[src/rtl/mem_arbiter.sv]
// Two-port (fetch + data) arbiter onto one unified memory bus with fixed data priority,
// per-access timeout and fully registered outputs.
module mem_arbiter #(
    parameter int TIMEOUT = 16
) (
    input  logic        clk,
    input  logic        rst,
    input  logic        if_req,
    input  logic [31:0] if_addr,
    output logic [31:0] if_rdata,
    output logic        if_ready,
    input  logic        dm_rd,
    input  logic        dm_we,
    input  logic [31:0] dm_addr,
    input  logic [31:0] dm_wdata,
    output logic [31:0] dm_rdata,
    output logic        dm_ready,
    output logic        mem_req,
    output logic        mem_we,
    output logic [31:0] mem_addr,
    output logic [31:0] mem_wdata,
    input  logic [31:0] mem_rdata,
    input  logic        mem_ack,
    output logic        err
);

    localparam logic [1:0] ST_IDLE    = 2'd0;
    localparam logic [1:0] ST_BUSY_IF = 2'd1;
    localparam logic [1:0] ST_BUSY_DM = 2'd2;
    localparam logic [1:0] ST_DONE    = 2'd3;

    localparam int CW = (TIMEOUT < 2) ? 1 : $clog2(TIMEOUT + 1);
    // Counter value in the last BUSY cycle allowed before the access is aborted.
    localparam logic [CW-1:0] CNT_LAST = CW'(TIMEOUT - 1);

    logic [1:0]    state_r,     state_s;
    logic [CW-1:0] cnt_r,       cnt_s;
    logic          mem_req_r,   mem_req_s;
    logic          mem_we_r,    mem_we_s;
    logic [31:0]   mem_addr_r,  mem_addr_s;
    logic [31:0]   mem_wdata_r, mem_wdata_s;
    logic [31:0]   if_rdata_r,  if_rdata_s;
    logic [31:0]   dm_rdata_r,  dm_rdata_s;
    logic          if_ready_r,  if_ready_s;
    logic          dm_ready_r,  dm_ready_s;
    logic          err_r,       err_s;

    // Next-state and next-output computation for the arbitration FSM.
    always_comb begin
        state_s     = state_r;
        cnt_s       = cnt_r;
        mem_req_s   = mem_req_r;
        mem_we_s    = mem_we_r;
        mem_addr_s  = mem_addr_r;
        mem_wdata_s = mem_wdata_r;
        if_rdata_s  = if_rdata_r;
        dm_rdata_s  = dm_rdata_r;
        if_ready_s  = 1'b0;
        dm_ready_s  = 1'b0;
        err_s       = 1'b0;

        case (state_r)
            ST_IDLE: begin
                if (dm_rd || dm_we) begin
                    state_s     = ST_BUSY_DM;
                    cnt_s       = {CW{1'b0}};
                    mem_req_s   = 1'b1;
                    mem_we_s    = dm_we;
                    mem_addr_s  = dm_addr;
                    mem_wdata_s = dm_wdata;
                end else if (if_req) begin
                    state_s     = ST_BUSY_IF;
                    cnt_s       = {CW{1'b0}};
                    mem_req_s   = 1'b1;
                    mem_we_s    = 1'b0;
                    mem_addr_s  = if_addr;
                end else begin
                    state_s     = ST_IDLE;
                end
            end

            ST_BUSY_IF, ST_BUSY_DM: begin
                // An ack in the final allowed cycle wins over the timeout.
                if (mem_ack) begin
                    state_s   = ST_DONE;
                    mem_req_s = 1'b0;
                    if (state_r == ST_BUSY_IF) begin
                        if_rdata_s = mem_rdata;
                        if_ready_s = 1'b1;
                    end else begin
                        dm_ready_s = 1'b1;
                        if (!mem_we_r) begin
                            dm_rdata_s = mem_rdata;
                        end else begin
                            dm_rdata_s = dm_rdata_r;
                        end
                    end
                end else if (cnt_r == CNT_LAST) begin
                    state_s   = ST_DONE;
                    mem_req_s = 1'b0;
                    err_s     = 1'b1;
                    if (state_r == ST_BUSY_IF) begin
                        if_ready_s = 1'b1;
                    end else begin
                        dm_ready_s = 1'b1;
                    end
                end else begin
                    cnt_s = cnt_r + {{(CW-1){1'b0}}, 1'b1};
                end
            end

            ST_DONE: begin
                state_s = ST_IDLE;
            end

            default: begin
                state_s   = ST_IDLE;
                mem_req_s = 1'b0;
            end
        endcase
    end

    // State and output registers with synchronous reset.
    always_ff @(posedge clk) begin
        if (rst) begin
            state_r     <= ST_IDLE;
            cnt_r       <= {CW{1'b0}};
            mem_req_r   <= 1'b0;
            mem_we_r    <= 1'b0;
            mem_addr_r  <= 32'h0000_0000;
            mem_wdata_r <= 32'h0000_0000;
            if_rdata_r  <= 32'h0000_0000;
            dm_rdata_r  <= 32'h0000_0000;
            if_ready_r  <= 1'b0;
            dm_ready_r  <= 1'b0;
            err_r       <= 1'b0;
        end else begin
            state_r     <= state_s;
            cnt_r       <= cnt_s;
            mem_req_r   <= mem_req_s;
            mem_we_r    <= mem_we_s;
            mem_addr_r  <= mem_addr_s;
            mem_wdata_r <= mem_wdata_s;
            if_rdata_r  <= if_rdata_s;
            dm_rdata_r  <= dm_rdata_s;
            if_ready_r  <= if_ready_s;
            dm_ready_r  <= dm_ready_s;
            err_r       <= err_s;
        end
    end

    assign mem_req   = mem_req_r;
    assign mem_we    = mem_we_r;
    assign mem_addr  = mem_addr_r;
    assign mem_wdata = mem_wdata_r;
    assign if_rdata  = if_rdata_r;
    assign dm_rdata  = dm_rdata_r;
    assign if_ready  = if_ready_r;
    assign dm_ready  = dm_ready_r;
    assign err       = err_r;

endmodule

[config.mk]
export PLATFORM = sky130hd
export DESIGN_NAME = mem_arbiter
export DESIGN_NICKNAME = d
export VERILOG_FILES = /design/src/rtl/mem_arbiter.sv
export SDC_FILE = /design/constraint.sdc
export NUM_CORES = 1
export LEC_CHECK = 0
export ABC_CLOCK_PERIOD_IN_PS = 2300
export CAP_MARGIN = 20
export CORE_MARGIN = 2
export CORE_UTILIZATION = 30
export CTS_CLUSTER_DIAMETER = 150
export DETAILED_ROUTE_END_ITERATION = 6
export GPL_ROUTABILITY_DRIVEN = 0
export PLACE_DENSITY_LB_ADDON = 0.05
export SLEW_MARGIN = 30
export SYNTH_ARGS = -nofsm -noshare
export SYNTH_HDL_FRONTEND = slang
export SYNTH_SLANG_ARGS = --single-unit
[constraint.sdc]
create_clock -name clk -period 2.3 [get_ports clk]
set_clock_uncertainty 0.2 [all_clocks]
set_input_delay 0.345 -clock clk [delete_from_list [all_inputs] [get_ports clk]]
set_output_delay 0.345 -clock clk [all_outputs]
set_load 0.03 [all_outputs]
* Yosys cells after proc, flatten, opt, wreduce, memory -nomap -nowiden
Cells that the tools add are included.
** Word-level totals
- Output and inout port bits :: 133
- Bits in writable memories :: 0
- Bits in latches :: 0
- Logic and storage cells :: 62
- Memory bits (read-only) :: 0
- Memories kept :: 0
- Input bits :: 134
- Register bits :: 140
** Cells by class
- Add/sub/neg operators :: 1
- Reductions and logical operators :: 13
- $lt $le $gt $ge :: 0
- Divide/modulo/power cells :: 0
- Multipliers :: 0
- Shift operators :: 0
- Bitwise logic cells :: 3
- Eq/ne operators :: 8
- Muxes and demuxes :: 26
** Operators with widths (count)
- 32-bit 2-to-1 mux :: 2
- 5-bit 2-to-1 mux :: 4
- 1-bit 2-to-1 mux :: 14
- 5-bit case mux with 2 select lines :: 1
- 4-bit AND reduction :: 2
- 2-bit 2-to-1 mux :: 3
- 3-bit != test, second input constant :: 2
- 2-bit case mux with 3 select lines :: 1
- 3-bit AND reduction :: 2
- 5-bit by 1-bit adder with 5-bit output, second input constant :: 1
- 5-bit by 4-bit equality test with 1-bit output, second input constant :: 1
- 2-bit equality test, second input constant :: 2
- 2-bit != test, second input constant :: 2
- 2-bit AND reduction :: 2
- 2-bit nonzero test :: 2
- 2-bit OR reduction :: 2
- 1-bit NOT :: 3
- 3-bit OR reduction :: 1
- 2-bit by 1-bit equality test with 1-bit output, second input constant :: 1
- 2-bit logical NOT :: 1
- 1-bit case mux with 2 select lines :: 1
- 1-bit logical OR :: 1

* Logic depth before layout (Yosys ltp)
- Depth in word-level cells :: 4
- Gate-level depth with buffers :: 7
- Mapped depth without buffers :: 6

* Worst setup path after synthesis
OpenSTA, ideal clock, no wires.
- Path type :: reg-to-reg
- Start point :: reg cnt_r[0]
- End point :: reg cnt_r[3]
- Buffers on the path :: 0
- Data required time :: 2.026 ns
- Slack :: 0.223 ns
- Cell stages (with the launch flop) :: 7
- Setup time :: 0.074 ns
- Period minus slack after synthesis :: 2.077 ns
- Data arrival time :: 1.803 ns
- Path through :: dfxtp_1 -> ha_1 -> and3_1 -> ha_1 -> or2_1 -> or4_1 -> a31oi_1
** On the way
- Longest elaborated chain between the ends :: 4
- Elaborated cells on any way between the ends :: 7
- Classes of those cells :: 1 x add/sub; 2 x eq/ne; 3 x mux; 1 x reduce/logical
** RTL lines
- start, declared :: RTL line 37 : logic [CW-1:0] cnt_r, cnt_s;
- start signal, assigned :: RTL line 127 : cnt_r <= {CW{1'b0}};
- start signal, assigned :: RTL line 139 : cnt_r <= cnt_s;
- 5-bit by 1-bit adder with 5-bit output :: RTL line 108 : cnt_s = cnt_r + {{(CW-1){1'b0}}, 1'b1};
- 5-bit 2-to-1 mux :: RTL line 98 : end else if (cnt_r == CNT_LAST) begin
- 5-bit 2-to-1 mux :: RTL line 84 : if (mem_ack) begin
- 5-bit case mux with 2 select lines :: RTL line 62 : case (state_r)
Several ways; a longest one is shown, not always the timed one. The select of a mux whose other input is x is not followed.
A chain may end at the register's enable or synchronous reset.

* Final worst setup path
Ends and elaborated chain as after synthesis.

==> results by group <==
Layout
  • Layout Cells excl Fill: 1,161
  • Fin nets: 1,063
  • Fill count: 1,685
  • Ant. Diodes: 0
  • Area grow syn2layout: 64.58%
  • Multi-input logic area: 2311 um2
  • Area occupied by registers: 2803 um2
  • Layout cells sized above 1: 6.197%

STA
  • Minimum clock period: 2.157 ns
  • Hold_ws: 0.1975 ns
  • Setup Viol. Count Final: 0
  • Crit share post-route: 93.77%
  • Setup TNS: 0 ns
  • Slew Viols, Final: 0
  • Highest clock rate: 463.7 MHz
  • Slew @ Worst Pin: 0.5470 ns
  • Worst relative slew slack: 63.53%
  • Unrepaired setup endpoints after global routing: false
  • Final Hold Vio Count: 0

Route
  • Detailed Routing Iterations Pass 1: 4
  • Post-route ant nets: 0
  • Vias after detailed routing: 5,462
  • DR DRC count: 0
  • Iter 0 DRT Violations: 163
  • Wirelength per Cell: 14.39 um
  • Final WL: 16,710 um
  • Vias/cell: 4.705

Run status
  • Status: finished clean

Die
  • Core area: 17,420 um2
  • Std-Cell Rows: 48
  • Die ar.: 19,000 um2
  • Die height: 137.8 um
  • # IOs: 267
  • Initial core utilization: 30.85%
  • Die W: 137.8 um

Clock network
  • Cts bufs inserted: 17
  • Deepest clock path buffer count: 2
  • Clk root buf: clkbuf_16
  • Clock Sinks: 140
  • CTS tree: done
  • Hold_buf cts: 0
  • Clock slew at reported path FFs: 0.06 ns
  • H-tree depth: 4
  • Clk_lat worst skew: 0.41 ns

Power and ir drop
  • Clock power frac: 24.5%
  • Int Pwr: 6276 uW
  • Switching share of power: 38.66%
  • Max VDD drop: 0.6364 mV
  • Net Sw Power: 3956 uW
  • Static leakage: 0.003208 uW
  • Flop pwr share: 32.0%
  • Pwr dens: 1157 nW/um2
  • Combinational power share: 43.5%

GRT
  • Vias in the first global route: 5,303
  • First-pass GRT wire length: 25,950 um
  • Pin count of the biggest net entering global routing: 63
  • GRT overflow: 0
  • Initial antenna violation count: 1
  • Gr usage total: 17.51%

Synthesis
  • Sequential share of the synthesized area: 52.17%
  • Average size of a mapped cell: 7.959 um2
  • Mapped Cells: 675
  • Mapped Area: 5373 um2
  • Ys Warns: 0
  • Post-Syn Nets: 815
  • Leading area contributor after synthesis: dfxtp_1
  • Main flop type after synthesis: dfxtp_1
  • Post-synth EDFFs: 0
  • Unique masters post-synth: 43
  • Share of async-settable or async-resettable flops after synthesis: 0%
  • Number of synthesized register bits: 140
  • Largest cells by area after synthesis: dfxtp_1, nand2_1, a21oi_1
  • Synth top area share: 52.17%

Run
  • Max-cap violation count: 0

Min path
  • Hold wc startpoint: rst
  • Worst hold-check path type: input pin to flop
  • Worst Hold Depth: 2
  • Hold Path End: mem_we

Worst setup path
  • Critical path startpoint category: flop
  • Setup crit end kind: flop
  • Crit Path Category: flop to flop
  • CP Launch Point: cnt_r[0]
  • R2r setup slk: 0.14 ns
  • Worst endpoint required time: 2.43 ns
  • Capturing point of the worst reg2reg path: cnt_r[3]
  • Worst R2R Start: cnt_r[0]
  • WP data arrival: 2.29 ns
  • CP Max Fanout: 5
  • Cells on worst reg2reg path: 6

Placed design
  • DP Wirelength: 11,640 um
  • # placed instances: 1,129
  • Number of port buffers: 266
==> power groups by stage <==
stage	Clock (uW)	Sequential, uW	Combinational (uW)
6_report	2510	3270	4450
5_1_grt	2710	3340	4810
4_1_cts	2600	3280	4500
3_5_place_dp	0	3320	4490
3_3_place_gp	0	3310	4440
2_1_floorplan	0	4350	1640
==> cells in the final DEF (no fill, tap or decap), types with 3 or more instances in the layout <==
cell type	synthesis	layout
o21ai_0	5	5
dfxtp_1	140	140
clkinv_4	0	3
nand2b_1	3	3
nor2_1	40	39
buf_12	0	8
a21oi_1	98	98
ha_1	6	5
clkdlybuf4s50_1	0	265
nand2_1	258	258
a311oi_1	32	32
inv_6	0	3
clkbuf_16	0	17
buf_4	4	10
clkinvlp_4	0	4
inv_1	3	3
==> how the worst max path moves through the flow <==
stage / end / slack (ns)
after floorplan: cnt_r[3] / 0.22
after global placement: cnt_r[3] / 0.14
after detailed placement: cnt_r[3] / 0.1
after CTS: cnt_r[3] / 0.07
after global routing: cnt_r[3] / 0.02
final: cnt_r[3] / 0.14
==> sequential cells by signal, summed over array words and instances (netlist names) <==
| signal | cells |
|---|---|
| mem_we | 1 |
| if_rdata | 32 |
| mem_addr | 32 |
| dm_ready | 1 |
| mem_wdata | 32 |
| err | 1 |
| state_r | 2 |
| dm_rdata | 32 |
| if_ready | 1 |
| mem_req | 1 |
| cnt_r | 5 |
==> final cells by class <==
class                           instances  share of cell area [%]
Tap cell                              225                   3.184
Clock inverter                         11                  0.9905
Inverter                                3                  0.1274
Sequential cell                       140                   31.70
Multi-Input combinational cell        478                   26.14
Timing Repair Buffer                  283                   32.66
Clock buffer                           21                   5.207
==> synthesized netlist by cell type, types with 2 or more instances <==
master / n
a21oi_1: 98
a311oi_1: 32
a31oi_1: 2
buf_1: 4
buf_2: 15
buf_4: 4
buf_6: 4
clkbuf_1: 27
dfxtp_1: 140
ha_1: 6
inv_1: 3
nand2_1: 258
nand2b_1: 3
nand3_1: 2
nand4b_1: 2
nor2_1: 40
nor2b_1: 2
nor4b_1: 3
o211ai_1: 2
o21ai_0: 5
==> metal layers <==
layer | track usage [%] | share of wire (%)
met3 | 7.064 | 9.7
met2 | 29.49 | 47
met5 | 0 | 0.096
met1 | 20.04 | 41
met4 | 6.293 | 1.7
==> stage by stage <==
step                setup WS [ns]  util (%)  area (um2)  power, uW
floorplan                  0.2226         -        5373       5982
global placement           0.1350     47.56        8283       7750
detailed placement        0.09703     47.56        8283       7808
CTS                       0.06776     50.70        8831      10380
global route              0.02115     50.77        8842      10860
finish                     0.1432     50.77        8842      10230
==> worst max-delay path: stages (launching register included) <==
cell	delay, ns
dfxtp_1	0.35
ha_1	0.25
and3_1	0.21
ha_2	0.20
or2_4	0.24
or4_1	0.50
a31oi_1	0.13
==> cells by family after synthesis <==
kind of cell	synth area share (%)
AOI/OAI and AO/OA	16.56
adders and majority gates	1.397
buffers and inverters	5.170
DFF	52.17
muxes	0.1863
and+or+nand+nor	24.52
==> repair_timing <==
item                                    4_1_cts  5_1_grt
endpoints found under the setup margin        0        3
setup buffers                                 0        0
gates resized for setup                       0        3
Power figures use the tool's default switching activity.
